==> config.mk <==
export PLATFORM = sky130hd
export DESIGN_NAME = muldiv_seq
export DESIGN_NICKNAME = d
export VERILOG_FILES = /design/src/rtl/muldiv_seq_pkg.sv /design/src/rtl/muldiv_seq_step.sv /design/src/rtl/muldiv_seq.sv
export SDC_FILE = /design/constraint.sdc
export NUM_CORES = 1
export LEC_CHECK = 0
export CAP_MARGIN = 0
export CORE_MARGIN = 3
export CORE_UTILIZATION = 60
export DETAILED_ROUTE_END_ITERATION = 6
export PLACE_DENSITY = 0.8
export SLEW_MARGIN = 25
export SYNTH_ARGS = -nofsm -noshare
export SYNTH_HDL_FRONTEND = slang
export SYNTH_SLANG_ARGS = --single-unit
==> constraint.sdc <==
create_clock -name clk -period 7.1 [get_ports clk]
set_clock_uncertainty 0.15 [all_clocks]
set_input_delay 1.42 -clock clk [delete_from_list [all_inputs] [get_ports clk]]
set_output_delay 1.42 -clock clk [all_outputs]
set_load 0.01 [all_outputs]
==> src/rtl/muldiv_seq_pkg.sv <==
// Shared encodings for the RV32M multiply/divide sequencer: funct3/funct7 values,
// FSM states and datapath step modes.
package muldiv_seq_pkg;

  localparam int unsigned XLEN_DEFAULT  = 32;
  localparam logic [6:0]  FUNCT7_MULDIV = 7'b0000001;

  typedef enum logic [2:0] {
    F3_MUL    = 3'b000,
    F3_MULH   = 3'b001,
    F3_MULHSU = 3'b010,
    F3_MULHU  = 3'b011,
    F3_DIV    = 3'b100,
    F3_DIVU   = 3'b101,
    F3_REM    = 3'b110,
    F3_REMU   = 3'b111
  } funct3_e;

  typedef enum logic [1:0] {
    ST_IDLE = 2'b00,
    ST_CALC = 2'b01,
    ST_FIX  = 2'b10,
    ST_DONE = 2'b11
  } state_e;

  typedef enum logic {
    MODE_MUL = 1'b0,
    MODE_DIV = 1'b1
  } mode_e;

endpackage

==> src/rtl/muldiv_seq_step.sv <==
// One iteration of the shared datapath: shift-add multiply or restoring
// shift-subtract divide over an {acc, part} register pair.
module muldiv_step
  import muldiv_seq_pkg::*;
#(
  parameter int unsigned XLEN = 32
) (
  input  mode_e           mode_i,
  input  logic [XLEN:0]   acc_i,
  input  logic [XLEN-1:0] part_i,
  input  logic [XLEN-1:0] opnd_i,
  output logic [XLEN:0]   acc_o,
  output logic [XLEN-1:0] part_o
);

  logic [XLEN:0] sum;
  logic [XLEN:0] shifted;
  logic [XLEN:0] diff;

  always_comb begin
    sum     = acc_i + (part_i[0] ? {1'b0, opnd_i} : '0);
    shifted = {acc_i[XLEN-1:0], part_i[XLEN-1]};
    diff    = shifted - {1'b0, opnd_i};
    acc_o   = acc_i;
    part_o  = part_i;
    if (mode_i == MODE_MUL) begin
      // Multiplier bits retire out of part as product bits shift in from the top.
      acc_o  = {1'b0, sum[XLEN:1]};
      part_o = {sum[0], part_i[XLEN-1:1]};
    end else if (!diff[XLEN]) begin
      acc_o  = diff;
      part_o = {part_i[XLEN-2:0], 1'b1};
    end else begin
      acc_o  = shifted;
      part_o = {part_i[XLEN-2:0], 1'b0};
    end
  end

endmodule

==> src/rtl/muldiv_seq.sv <==
// RV32M iterative multiply/divide sequencer: valid/ready front and back,
// XLEN-cycle shared datapath, sign fix-up and registered result.
module muldiv_seq
  import muldiv_seq_pkg::*;
#(
  parameter int unsigned XLEN         = XLEN_DEFAULT,
  parameter bit          FAST_SPECIAL = 1'b1
) (
  input  logic            clk,
  input  logic            rst_n,
  input  logic            in_valid,
  output logic            in_ready,
  input  logic [2:0]      funct3,
  input  logic [XLEN-1:0] rs1,
  input  logic [XLEN-1:0] rs2,
  input  logic            flush,
  output logic            out_valid,
  input  logic            out_ready,
  output logic [XLEN-1:0] result,
  output logic            busy
);

  localparam int unsigned CNT_W = $clog2(XLEN);
  localparam logic [XLEN-1:0] INT_MIN = {1'b1, {(XLEN-1){1'b0}}};

  state_e            state_q, state_d;
  logic [CNT_W-1:0]  cnt_q, cnt_d;
  logic [2:0]        op_q, op_d;
  logic [XLEN:0]     acc_q, acc_d;
  logic [XLEN-1:0]   part_q, part_d;
  logic [XLEN-1:0]   opnd_q, opnd_d;
  logic              neg_q, neg_d;
  logic              neg_rem_q, neg_rem_d;
  logic [XLEN-1:0]   result_q, result_d;

  logic              a_signed, b_signed, a_neg, b_neg;
  logic [XLEN-1:0]   a_abs, b_abs;
  logic              is_div, b_zero, ovf, special;
  logic [XLEN-1:0]   special_res;
  logic [2*XLEN-1:0] prod, prod_s;
  logic [XLEN-1:0]   quo_s, rem_s, fix_res;
  logic [XLEN:0]     step_acc;
  logic [XLEN-1:0]   step_part;

  muldiv_step #(.XLEN(XLEN)) u_step (
    .mode_i (op_q[2] ? MODE_DIV : MODE_MUL),
    .acc_i  (acc_q),
    .part_i (part_q),
    .opnd_i (opnd_q),
    .acc_o  (step_acc),
    .part_o (step_part)
  );

  // Operand conditioning and special-case detection at accept.
  always_comb begin
    a_signed    = funct3 inside {F3_MUL, F3_MULH, F3_MULHSU, F3_DIV, F3_REM};
    b_signed    = funct3 inside {F3_MUL, F3_MULH, F3_DIV, F3_REM};
    a_neg       = a_signed & rs1[XLEN-1];
    b_neg       = b_signed & rs2[XLEN-1];
    a_abs       = a_neg ? -rs1 : rs1;
    b_abs       = b_neg ? -rs2 : rs2;
    is_div      = funct3[2];
    b_zero      = (rs2 == '0);
    ovf         = (funct3 inside {F3_DIV, F3_REM}) && (rs1 == INT_MIN) && (rs2 == '1);
    special     = FAST_SPECIAL && is_div && (b_zero || ovf);
    special_res = b_zero ? (funct3[1] ? rs1 : '1) : (funct3[1] ? '0 : INT_MIN);
  end

  // Sign correction and result selection applied in FIX.
  always_comb begin
    prod   = {acc_q[XLEN-1:0], part_q};
    prod_s = neg_q ? -prod : prod;
    quo_s  = neg_q ? -part_q : part_q;
    rem_s  = neg_rem_q ? -acc_q[XLEN-1:0] : acc_q[XLEN-1:0];
    unique case (op_q)
      F3_MUL:                       fix_res = prod_s[XLEN-1:0];
      F3_MULH, F3_MULHSU, F3_MULHU: fix_res = prod_s[2*XLEN-1:XLEN];
      F3_DIV, F3_DIVU:              fix_res = quo_s;
      default:                      fix_res = rem_s;
    endcase
  end

  always_comb begin
    state_d   = state_q;
    cnt_d     = cnt_q;
    op_d      = op_q;
    acc_d     = acc_q;
    part_d    = part_q;
    opnd_d    = opnd_q;
    neg_d     = neg_q;
    neg_rem_d = neg_rem_q;
    result_d  = result_q;
    unique case (state_q)
      ST_IDLE: begin
        if (in_valid && !flush) begin
          op_d      = funct3;
          acc_d     = '0;
          part_d    = is_div ? a_abs : b_abs;
          opnd_d    = is_div ? b_abs : a_abs;
          // A zero divisor keeps an unsigned all-ones quotient regardless of signs.
          neg_d     = (a_neg ^ b_neg) & ~(is_div & b_zero);
          neg_rem_d = a_neg;
          cnt_d     = CNT_W'(XLEN - 1);
          if (special) begin
            result_d = special_res;
            state_d  = ST_DONE;
          end else begin
            state_d  = ST_CALC;
          end
        end
      end
      ST_CALC: begin
        acc_d  = step_acc;
        part_d = step_part;
        cnt_d  = cnt_q - CNT_W'(1);
        if (cnt_q == '0) state_d = ST_FIX;
      end
      ST_FIX: begin
        result_d = fix_res;
        state_d  = ST_DONE;
      end
      default: begin
        if (out_ready) state_d = ST_IDLE;
      end
    endcase
    if (flush && state_q != ST_IDLE) state_d = ST_IDLE;
  end

  always_ff @(posedge clk or negedge rst_n) begin
    if (!rst_n) begin
      state_q   <= ST_IDLE;
      cnt_q     <= '0;
      op_q      <= '0;
      acc_q     <= '0;
      part_q    <= '0;
      opnd_q    <= '0;
      neg_q     <= 1'b0;
      neg_rem_q <= 1'b0;
      result_q  <= '0;
    end else begin
      state_q   <= state_d;
      cnt_q     <= cnt_d;
      op_q      <= op_d;
      acc_q     <= acc_d;
      part_q    <= part_d;
      opnd_q    <= opnd_d;
      neg_q     <= neg_d;
      neg_rem_q <= neg_rem_d;
      result_q  <= result_d;
    end
  end

  assign in_ready  = (state_q == ST_IDLE) & ~flush;
  assign busy      = (state_q != ST_IDLE);
  assign out_valid = (state_q == ST_DONE);
  assign result    = result_q;

endmodule

# Word-level counts from Yosys, hierarchy flattened
# Cells that the tools add are included.
op_classes:
  addsub: 8
  mul: 0
  div_mod_pow: 0
  magnitude_cmp: 0
  eq_ne: 18
  n_shift: 0
  n_mux: 32
  bitwise_logic: 8
  n_reduce_logical: 25
op_table:
  columns: ["operator", "count"]
  rows:
  - ["32-bit two-way mux", 14]
  - ["32-bit negation", 4]
  - ["32-bit case mux with 2 select lines", 2]
  - ["33-bit two-way mux", 3]
  - ["32-bit case mux with 3 select lines", 1]
  - ["33-bit case mux with 2 select lines", 1]
  - ["32-bit equality test (second input constant)", 2]
  - ["64-bit two-way mux", 1]
  - ["64-bit negation", 1]
  - ["33-bit adder", 1]
  - ["33-bit by 32-bit subtractor with 33-bit output", 1]
  - ["32-bit logical NOT", 1]
  - ["3-bit equality test (second input constant)", 4]
  - ["2-bit two-way mux", 5]
  - ["5-bit case mux with 2 select lines", 1]
  - ["5-bit nonzero test", 2]
  - ["3-bit by 2-bit equality test with 1-bit output (second input constant)", 3]
  - ["2-bit nonzero test", 4]
  - ["3-bit by 1-bit equality test with 1-bit output (second input constant)", 2]
  - ["3-bit logical NOT", 2]
  - ["3-bit inequality test (second input constant)", 2]
  - ["2-bit case mux with 3 select lines", 1]
  - ["3-bit AND reduction", 2]
  - ["1-bit AND", 5]
  - ["17 further kinds", 26]
word_totals:
  regBits: 141
  latch_bits: 0
  mem_bits_rw: 0
  mem_bits_ro: 0
  inputBits: 72
  output_inout_bits: 35
  elab_cells: 100
  mem_count: 0

# Depth between registers and ports, before layout
# Gate-level depths: netlist of the first run.
logic_depth:
  word_depth: 10
  mapped_depth: 20
  depth_no_buf: 20

# Modules after synthesis
# From an unflattened synthesis of the first run, not the netlist that was laid out.
hier_totals:
  hier_cells: 2025
  hier_area_um2: 15579.9
by_module_without_submodules:
  columns: ["mod", "instances", "cells_each", "area_per_inst_um2", "seq_area_each_um2"]
  rows:
  - ["muldiv_seq", 1, 1366, 10904.2, 3528.4]
  - ["muldiv_step", 1, 659, 4675.7, 0.0]

# Worst setup path before layout of the first run
# Ideal clock, no wire load.
synth_timing:
  kind: "input to register"
  start: "input rs2[6]"
  end: "register result_q[16], in the netlist result[16]"
  setup_time_ps: 121
  t_arrival_ps: 3785
  required_ps: 6829
  path_slack_ps: 3044
  path_stages: 10
  n_path_buf: 2
  path_cell_list: "or4_1 > or3_1 > nor3_2 > nand4_2 > o32ai_1 > a22o_1 > buf_2 > buf_4 > o221ai_1 > o22a_1"
synth_between:
  elab_chain_cells: 6
  elab_cells_between_ends: 11
  cone_classes: "2 x eq/ne; 4 x mux; 5 x reduce/logical"
synth_lines:
  columns: ["element", "line_no", "rtl"]
  rows:
  - ["start, declared", "muldiv_seq.sv:15", "input logic [XLEN-1:0] rs2,"]
  - ["32-bit equality test", "muldiv_seq.sv:64", "ovf = (funct3 inside {F3_DIV, F3_REM}) && (rs1 == INT_MIN) && (rs2 == '1);"]
  - ["1-bit logical AND", "muldiv_seq.sv:64", null]
  - ["1-bit logical OR", "muldiv_seq.sv:65", "special = FAST_SPECIAL && is_div && (b_zero || ovf);"]
  - ["1-bit logical AND", "muldiv_seq.sv:65", null]
  - ["2-bit inequality test (no line)", null, null]
  - ["3-bit AND reduction (no line)", null, null]
  - ["end signal, assigned", "muldiv_seq.sv:149", "result_q <= result_d;"]
  - ["end, declared", "muldiv_seq.sv:34", "logic [XLEN-1:0] result_q, result_d;"]
# Several ways; a longest one is shown, not always the timed one. The select of a mux whose other input is x is not followed.
# A chain may end at the register's enable or synchronous reset.

# Worst setup path in the final report of the first run
layout_timing:
  start: "register acc_q[8]"
  end: "register acc_q[29]"
layout_between:
  elab_chain_cells: 4
  elab_cells_between_ends: 5
  cone_classes: "2 x add/sub; 3 x mux"
layout_lines:
  columns: ["element", "line_no", "rtl"]
  rows:
  - ["start, declared", "muldiv_seq.sv:29", "logic [XLEN:0] acc_q, acc_d;"]
  - ["start signal, assigned", "muldiv_seq.sv:134", "acc_q <= '0;"]
  - ["start signal, assigned", "muldiv_seq.sv:144", "acc_q <= acc_d;"]
  - ["33-bit by 32-bit subtractor with 33-bit output", "muldiv_seq_step.sv:23", "diff = shifted - {1'b0, opnd_i};"]
  - ["33-bit two-way mux", "muldiv_seq_step.sv:30", "end else if (!diff[XLEN]) begin"]
  - ["33-bit two-way mux *", "muldiv_seq_step.sv:26", "if (mode_i == MODE_MUL) begin"]
  - ["33-bit case mux with 2 select lines *", "muldiv_seq.sv:93", "unique case (state_q)"]
# Mark *: on every way between the ends. The rest lies on a longest branch, timed or not.

==> PnR_summary.wiki, run 1 <==
{| class="wikitable"
! Metric !! Value
|-
| Max cap viols || 0
|-
| Initial antenna violation count || 0
|-
| Critical path data arrival time || 5220 ps
|-
| Most area-hungry cell type in the Yosys netlist || dfrtp_1
|-
| First-iteration detailed-routing DRC count || 2571
|-
| Initial cell density of the core || 62.1%
|-
| Vias/cell || 6.97
|-
| Delay of the slowest critical-path stage || 640 ps
|-
| H-tree depth || 4
|-
| Post-CTS Hold Buffers || 0
|-
| Port Buffer Count || 106
|-
| Post-synth EDFFs || 0
|-
| Type of the tightest min-delay check || flop to flop
|-
| Kind of end point of the critical path || flop
|-
| Most used cell, CP || nand3_1
|-
| Mean instance size in the synthesized netlist || 7.47 µm²
|-
| Longest Clk Path Bufs || 2
|-
| Total count of hold-check failures in the final report || 0
|-
| Summed negative setup slack over all endpoints || 0 ps
|-
| Latest clock arrival within the worst-skew pair || 450 ps
|-
| Count of TritonRoute iterations in the first routing pass || 7
|-
| Worst-case register-to-register setup slack || 2070 ps
|-
| Largest net degree at the start of global routing || 84
|-
| Worst slew margin relative to its limit || 30.4%
|-
| I/O pin total || 107
|-
| Setup repair after global routing missed its margin || no
|-
| Top cells by instance count after synthesis || nor2_1 (207), nand2_1 (193), a21oi_1 (186)
|-
| Vertical extent of the die || 163 µm
|-
| Share of flip-flops with an asynchronous set or reset after synthesis || 100%
|-
| Inserted Clock Buffers || 17
|-
| Number of cells produced by synthesis || 1982
|-
| Final weighted congestion in routability-driven placement || 1.04
|-
| Total setup violations reported at the end of the flow || 0
|-
| Fill cell count || 2067
|-
| Worst setup slack after placement || 1830 ps
|-
| Placed inst area || 0.0159 mm²
|-
| Setup fix buffers added after clock tree synthesis || 0
|-
| Failing checks || design-rule violations
|-
| Critical path class || flop to flop
|-
| Element type at the critical path start || flop
|-
| Fraction of final layout cells sized beyond drive strength 1 || 5.82%
|-
| Die outline width || 163 µm
|-
| Ordered list of cells on the worst path || ha_1 > and2_1 > a221o_1 > nand3_1 > nand4_1 > a31o_2 > o221ai_1 > o21ai_0 > nand3_1 > nand2_1 > ha_1 > buf_4 > nand3_1 > o311ai_0 > a311oi_1 > o211ai_1
|-
| Fmax || 199 MHz
|-
| Count of standard-cell rows || 56
|-
| Largest cells by area after synthesis || dfrtp_1 (24%), ha_1 (6.4%), a21oi_1 (6.3%)
|-
| Layout Nets || 2148
|-
| Utilization after layout || 69.4%
|-
| Drt drc || 22
|-
| PostCTS Resize Cnt || 0
|-
| Critical path data required time || 7290 ps
|-
| Cell at the root of the clock tree || clkbuf_16
|-
| Wire length of the first global-routing pass || 85500 µm
|-
| Via count || 16300
|-
| TritonCTS clock tree || yes
|-
| Run status || complete, but fails checks
|-
| GR Overflow Total || 0
|-
| Worst VDD drop || 0.364 mV
|-
| Fin crit period || 5030 ps
|-
| Lkg Pwr || 0.00672 µW
|-
| Antenna fix cells || 0
|-
| Most numerous cell in the Yosys netlist || nor2_1
|-
| Clock input transition at the sequential cells of the worst setup and hold paths || 80 ps
|-
| Register bit total from synthesis || 141
|-
| Area overhead of the layout relative to synthesis || 11.8%
|-
| Post-route setup slack || 2070 ps
|-
| Post-synthesis sequential area ratio || 23.8%
|-
| Standard cell with the maximum stage delay on the critical path || dfrtp_1
|-
| Post-route clock period utilization || 70.8%
|-
| Placeable core region || 0.0238 mm²
|-
| Number of distinct library cells after synthesis || 78
|-
| Proportion of netlist area held by the largest area contributor || 23.8%
|-
| Detailed placement HPWL || 42200 µm
|-
| Net count of the mapped netlist || 2132
|-
| Post-Synthesis Cell Area || 0.0148 mm²
|-
| Wire length per cell || 24.1 µm
|-
| Dominant synthesized flop cell || dfrtp_1
|-
| Least-Margin Pin Slew || 1040 ps
|-
| Non-Filler Cell Area, Final || 0.0165 mm²
|-
| GR Util All Layers || 41.2%
|-
| Vias in the first global route || 14800
|-
| Number of sinks driven by the clock tree || 141
|-
| Ys Warns || 0
|-
| Total length of routed wires || 56100 µm
|-
| Final max-slew violation count || 0
|-
| Number of nets still failing antenna checks after routing || 0
|-
| Area of the die || 0.0266 mm²
|-
| Peak fanout along the critical path || 28
|-
| Total power density per cell area || 473 mW/mm²
|}
[worst max-delay path: cells and delay by family, from the launching register on]
kind	cells	cell delay [ps]
flip-flops	1	640
adder cells (fa/ha/maj)	2	740
buffers and inverters	1	390
AO/OA/AOI/OAI	7	1860
AND/OR/NAND/NOR	6	1160
[state kept, by name (all words and copies together) (netlist names)]
name and cells:
opnd_q 32, part_q 32, neg_rem_q 1, op_q 3, cnt_q 5, state_q 2, result 32, acc_q 33
neg_q 1
[final cells by class]
cell class,instances,area (µm²),share of cell area (%)
clock buffer,19,453,2.74
clock inverter,13,154,0.930
inverter,73,274,1.66
multi-input combinational,1637,10500,63.5
sequential,141,3530,21.3
tap,319,399,2.41
timing repair buffer,128,1220,7.39
[where the power goes]
part | internal [µW] | switching (µW) | leakage [µW]
clock | 546 | 423 | 0.000290
combinational | 2010 | 3130 | 0.00471
sequential | 1160 | 558 | 0.00172
total | 3720 | 4110 | 0.00672
[metrics by stage]
step | std cells | power, µW | hold WS (ps)
global route | 2330 | 8250 | 374
global placement | 2298 | 6530 | 315
detailed placement | 2298 | 6610 | 325
floorplan | 1982 | 5090 | 300
finish | 2330 | 7820 | 336
CTS | 2330 | 7610 | 340
[per-layer routing]
layer / wire [µm] / vias up / track usage, %
met4: 3060 / 0 / 18.8
met3: 7010 / 209 / 9.41
li1: - / 7235 / -
met1: 22200 / 7622 / 57.3
met5: 0 / - / 0
met2: 23800 / 1185 / 61.1
[worst paths after layout]
path                       startpoint  cells after the start        end
setup / recovery             acc_q[8]                     16  acc_q[29]
setup reg to reg             acc_q[8]                     16  acc_q[29]
max in group asynchronous       rst_n                      2    op_q[2]
hold reg to reg             opnd_q[4]                      2  opnd_q[4]
hold / removal              opnd_q[4]                      2  opnd_q[4]
min in group asynchronous       rst_n                      1  acc_q[24]
[cell usage in the layout (no fill, tap or decap), types with 12 or more instances in the layout]
cell type	synthesis	routed
o21a_1	16	16
nand2_1	193	193
inv_1	72	71
a211oi_1	27	27
clkbuf_16	0	17
o211ai_1	20	20
xnor2_1	100	100
a31oi_1	22	22
mux2i_1	36	36
dfrtp_1	141	139
o21ai_0	181	180
and3_1	12	12
a21o_1	31	31
or3_1	21	21
nor3_1	46	46
a221oi_1	12	12
buf_4	1	22
mux2_2	23	23
nand2b_1	24	24
clkdlybuf4s50_1	0	104
nand4_1	16	16
o31ai_1	33	33
o22ai_1	37	37
o221ai_1	14	14
or4_1	13	13
and2_1	13	13
nor2b_1	12	12
a21oi_1	186	185
ha_1	76	75
xor2_1	85	85
nand3_1	33	33
nor2_1	207	206
[kinds of logic after synthesis]
logic type | count (synthesis) | synth area share (%)
AOI/OAI and AO/OA | 675 | 28.6
xor gates and xnor gates | 185 | 11.0
adders and majority gates | 78 | 6.70
buffers and inverters | 204 | 5.27
DFF | 141 | 23.8
muxes | 59 | 4.19
and+or+nand+nor | 640 | 20.4
(Power assumes the default switching activity.)
==> run 2: changes to the inputs <==
Settings changed: CORE_UTILIZATION 60 to 55, PLACE_DENSITY 0.8 to 0.77.
Clock period 7.1 ns to 4.6 ns, I/O delays scaled along.
==> run 2 against run 1 <==
Against the previous run:
- the run now ends clean
- via count is 0.23% higher
- worst setup slack worse by 1800 ps
- combinational power grew 62%
- non-clock buffer count increased by 48
- sequential share of layout area is 0.51 points lower
- cell count rose by 2.7%
- total power rose by 57%
- utilization decreased by 5.0 points
- highest routed layer is now met5
- clock power up 50%
- sequential power is 46% higher
- worst hold slack barely moved
==> PnR_summary.wiki, run 2 (synthesis results as in run 1) <==
{| class="wikitable"
! Metric !! Value
|-
| GR Util All Layers || 39.3%
|-
| Area of the die || 0.0289 mm²
|-
| Wire length per cell || 24.1 µm
|-
| Peak fanout along the critical path || 21
|-
| Total count of hold-check failures in the final report || 0
|-
| Element type at the critical path start || flop
|-
| Clock input transition at the sequential cells of the worst setup and hold paths || 80 ps
|-
| Launch point of the worst path || part_q[0]
|-
| Least-Margin Pin Slew || 1030 ps
|-
| Post-CTS Hold Buffers || 0
|-
| Cell at the root of the clock tree || clkbuf_16
|-
| H-tree depth || 4
|-
| Area overhead of the layout relative to synthesis || 14.5%
|-
| Number of sinks driven by the clock tree || 141
|-
| PostCTS Resize Cnt || 0
|-
| Detailed placement HPWL || 44900 µm
|-
| Most frequent cells in the layout || nor2_1 (206), nand2_1 (193), a21oi_1 (184)
|-
| Worst slew margin relative to its limit || 30.8%
|-
| Initial antenna violation count || 1
|-
| Number of standard cells in the final layout excluding fillers || 2394
|-
| Drt drc || 0
|-
| Count of standard-cell rows || 59
|-
| TritonCTS clock tree || yes
|-
| Total length of routed wires || 57700 µm
|-
| Setup fix buffers added after clock tree synthesis || 0
|-
| Most frequent standard cell in the layout excluding fill and tap cells || nor2_1
|-
| I/O pin total || 107
|-
| Kind of end point of the critical path || flop
|-
| Layout Nets || 2196
|-
| Fmax || 229 MHz
|-
| Total setup violations reported at the end of the flow || 0
|-
| Summed negative setup slack over all endpoints || 0 ps
|-
| Fraction of final layout cells sized beyond drive strength 1 || 8.06%
|-
| Via count || 16300
|-
| Final weighted congestion in routability-driven placement || 1.04
|-
| First-iteration detailed-routing DRC count || 2161
|-
| Initial cell density of the core || 56.3%
|-
| Count of TritonRoute iterations in the first routing pass || 7
|-
| Largest net degree at the start of global routing || 91
|-
| Number of flip-flops in the largest register || 33
|-
| Critical path class || flop to flop
|-
| Setup repair after global routing missed its margin || no
|-
| Startpoint of the worst hold path || opnd_q[3]
|-
| Type of the tightest min-delay check || flop to flop
|-
| Inserted Clock Buffers || 17
|-
| Die outline width || 170 µm
|-
| Number of nets still failing antenna checks after routing || 0
|-
| Max cap viols || 0
|-
| Placed cell count || 2362
|-
| Latest clock arrival within the worst-skew pair || 460 ps
|-
| Final max-slew violation count || 0
|-
| Worst VDD drop || 0.430 mV
|-
| Most flops, register || acc_q
|-
| Fill cell count || 2363
|-
| Launch instance of the worst register-to-register path || part_q[0]
|-
| Vias in the first global route || 15000
|-
| Run status || complete, no violations
|-
| Port Buffer Count || 106
|-
| Vertical extent of the die || 170 µm
|-
| Longest Clk Path Bufs || 2
|-
| GR Overflow Total || 0
|-
| Placeable core region || 0.0263 mm²
|-
| Wire length of the first global-routing pass || 87900 µm
|-
| Vias/cell || 6.80
|-
| Critical path data required time || 4800 ps
|-
| Antenna fix cells || 0
|-
| Total power density per cell area || 726 mW/mm²
|-
| Post-route clock period utilization || 94.9%
|-
| Critical path data arrival time || 4560 ps
|-
| Lkg Pwr || 0.00697 µW
|-
| Fin crit period || 4370 ps
|}
==> run 2: cell count changes in the layout (fill, tap and decap cells not counted), sizes merged <==
cell / before / now
buf: 24 / 72
inv: 77 / 82
clkinvlp: 3 / 0
bufinv: 2 / 0
clkbuf: 19 / 17
clkinv: 4 / 6
==> run 2: layout make-up <==
type | count | area (µm²) | area share (%)
clock buffer | 17 | 425 | 2.51
sequential | 141 | 3530 | 20.8
tap | 335 | 419 | 2.47
clock inverter | 15 | 184 | 1.09
timing repair buffer | 176 | 1600 | 9.41
inverter | 73 | 274 | 1.62
multi-input combinational | 1637 | 10500 | 62.1
==> run 2: path summary, 6_finish.rpt <==
check                              to  slack [ps]  depth (start not counted)
max                         acc_q[30]         230                         13
min                         opnd_q[3]         340                          2
max reg2reg                 acc_q[30]         230                         13
min reg2reg                 opnd_q[3]         340                          2
max in group asynchronous  state_q[0]        3050                          2
min in group asynchronous  result[27]         390                          1
==> run 2: metrics by stage <==
step / utilization, % / hold slack (ps) / setup slack [ps] / cell area (µm²) / total power (µW)
5_1_grt: 64.5 / 367 / 20.9 / 16900 / 13100
6_report: 64.5 / 336 / 234 / 16900 / 12300
2_1_floorplan: - / 300 / 556 / 14800 / 7860
3_5_place_dp: 62.1 / 320 / 106 / 16300 / 10500
4_1_cts: 64.4 / 337 / 166 / 16900 / 12000
3_3_place_gp: 62.1 / 313 / 240 / 16300 / 10400
==> run 2: routing by layer <==
layer  vias up  wire (µm)  global-route usage (%)
met5         -         13                       0
met2      1121      24900                    59.9
met3       220       6620                    8.66
li1       7333          -                       -
met1      7612      22900                    53.1
met4         2       3310                    18.6
==> run 2: power by group <==
part           switching (µW)  total, µW  internal (µW)
Sequential                719       2510           1790
Clock                     711       1450            742
Combinational            5080       8350           3260
Total                    6510      12300           5790
==> run 2: worst max-delay path: stages, from the launching register on <==
cell,delay (ps)
dfrtp_1,520
inv_1,390
buf_4,360
nor2_1,90
ha_1,380
a211oi_1,260
o21bai_1,120
a21o_1,190
a221oi_1,230
o31ai_1,270
o31a_1,330
o31ai_1,340
mux2_2,380
a211o_1,220
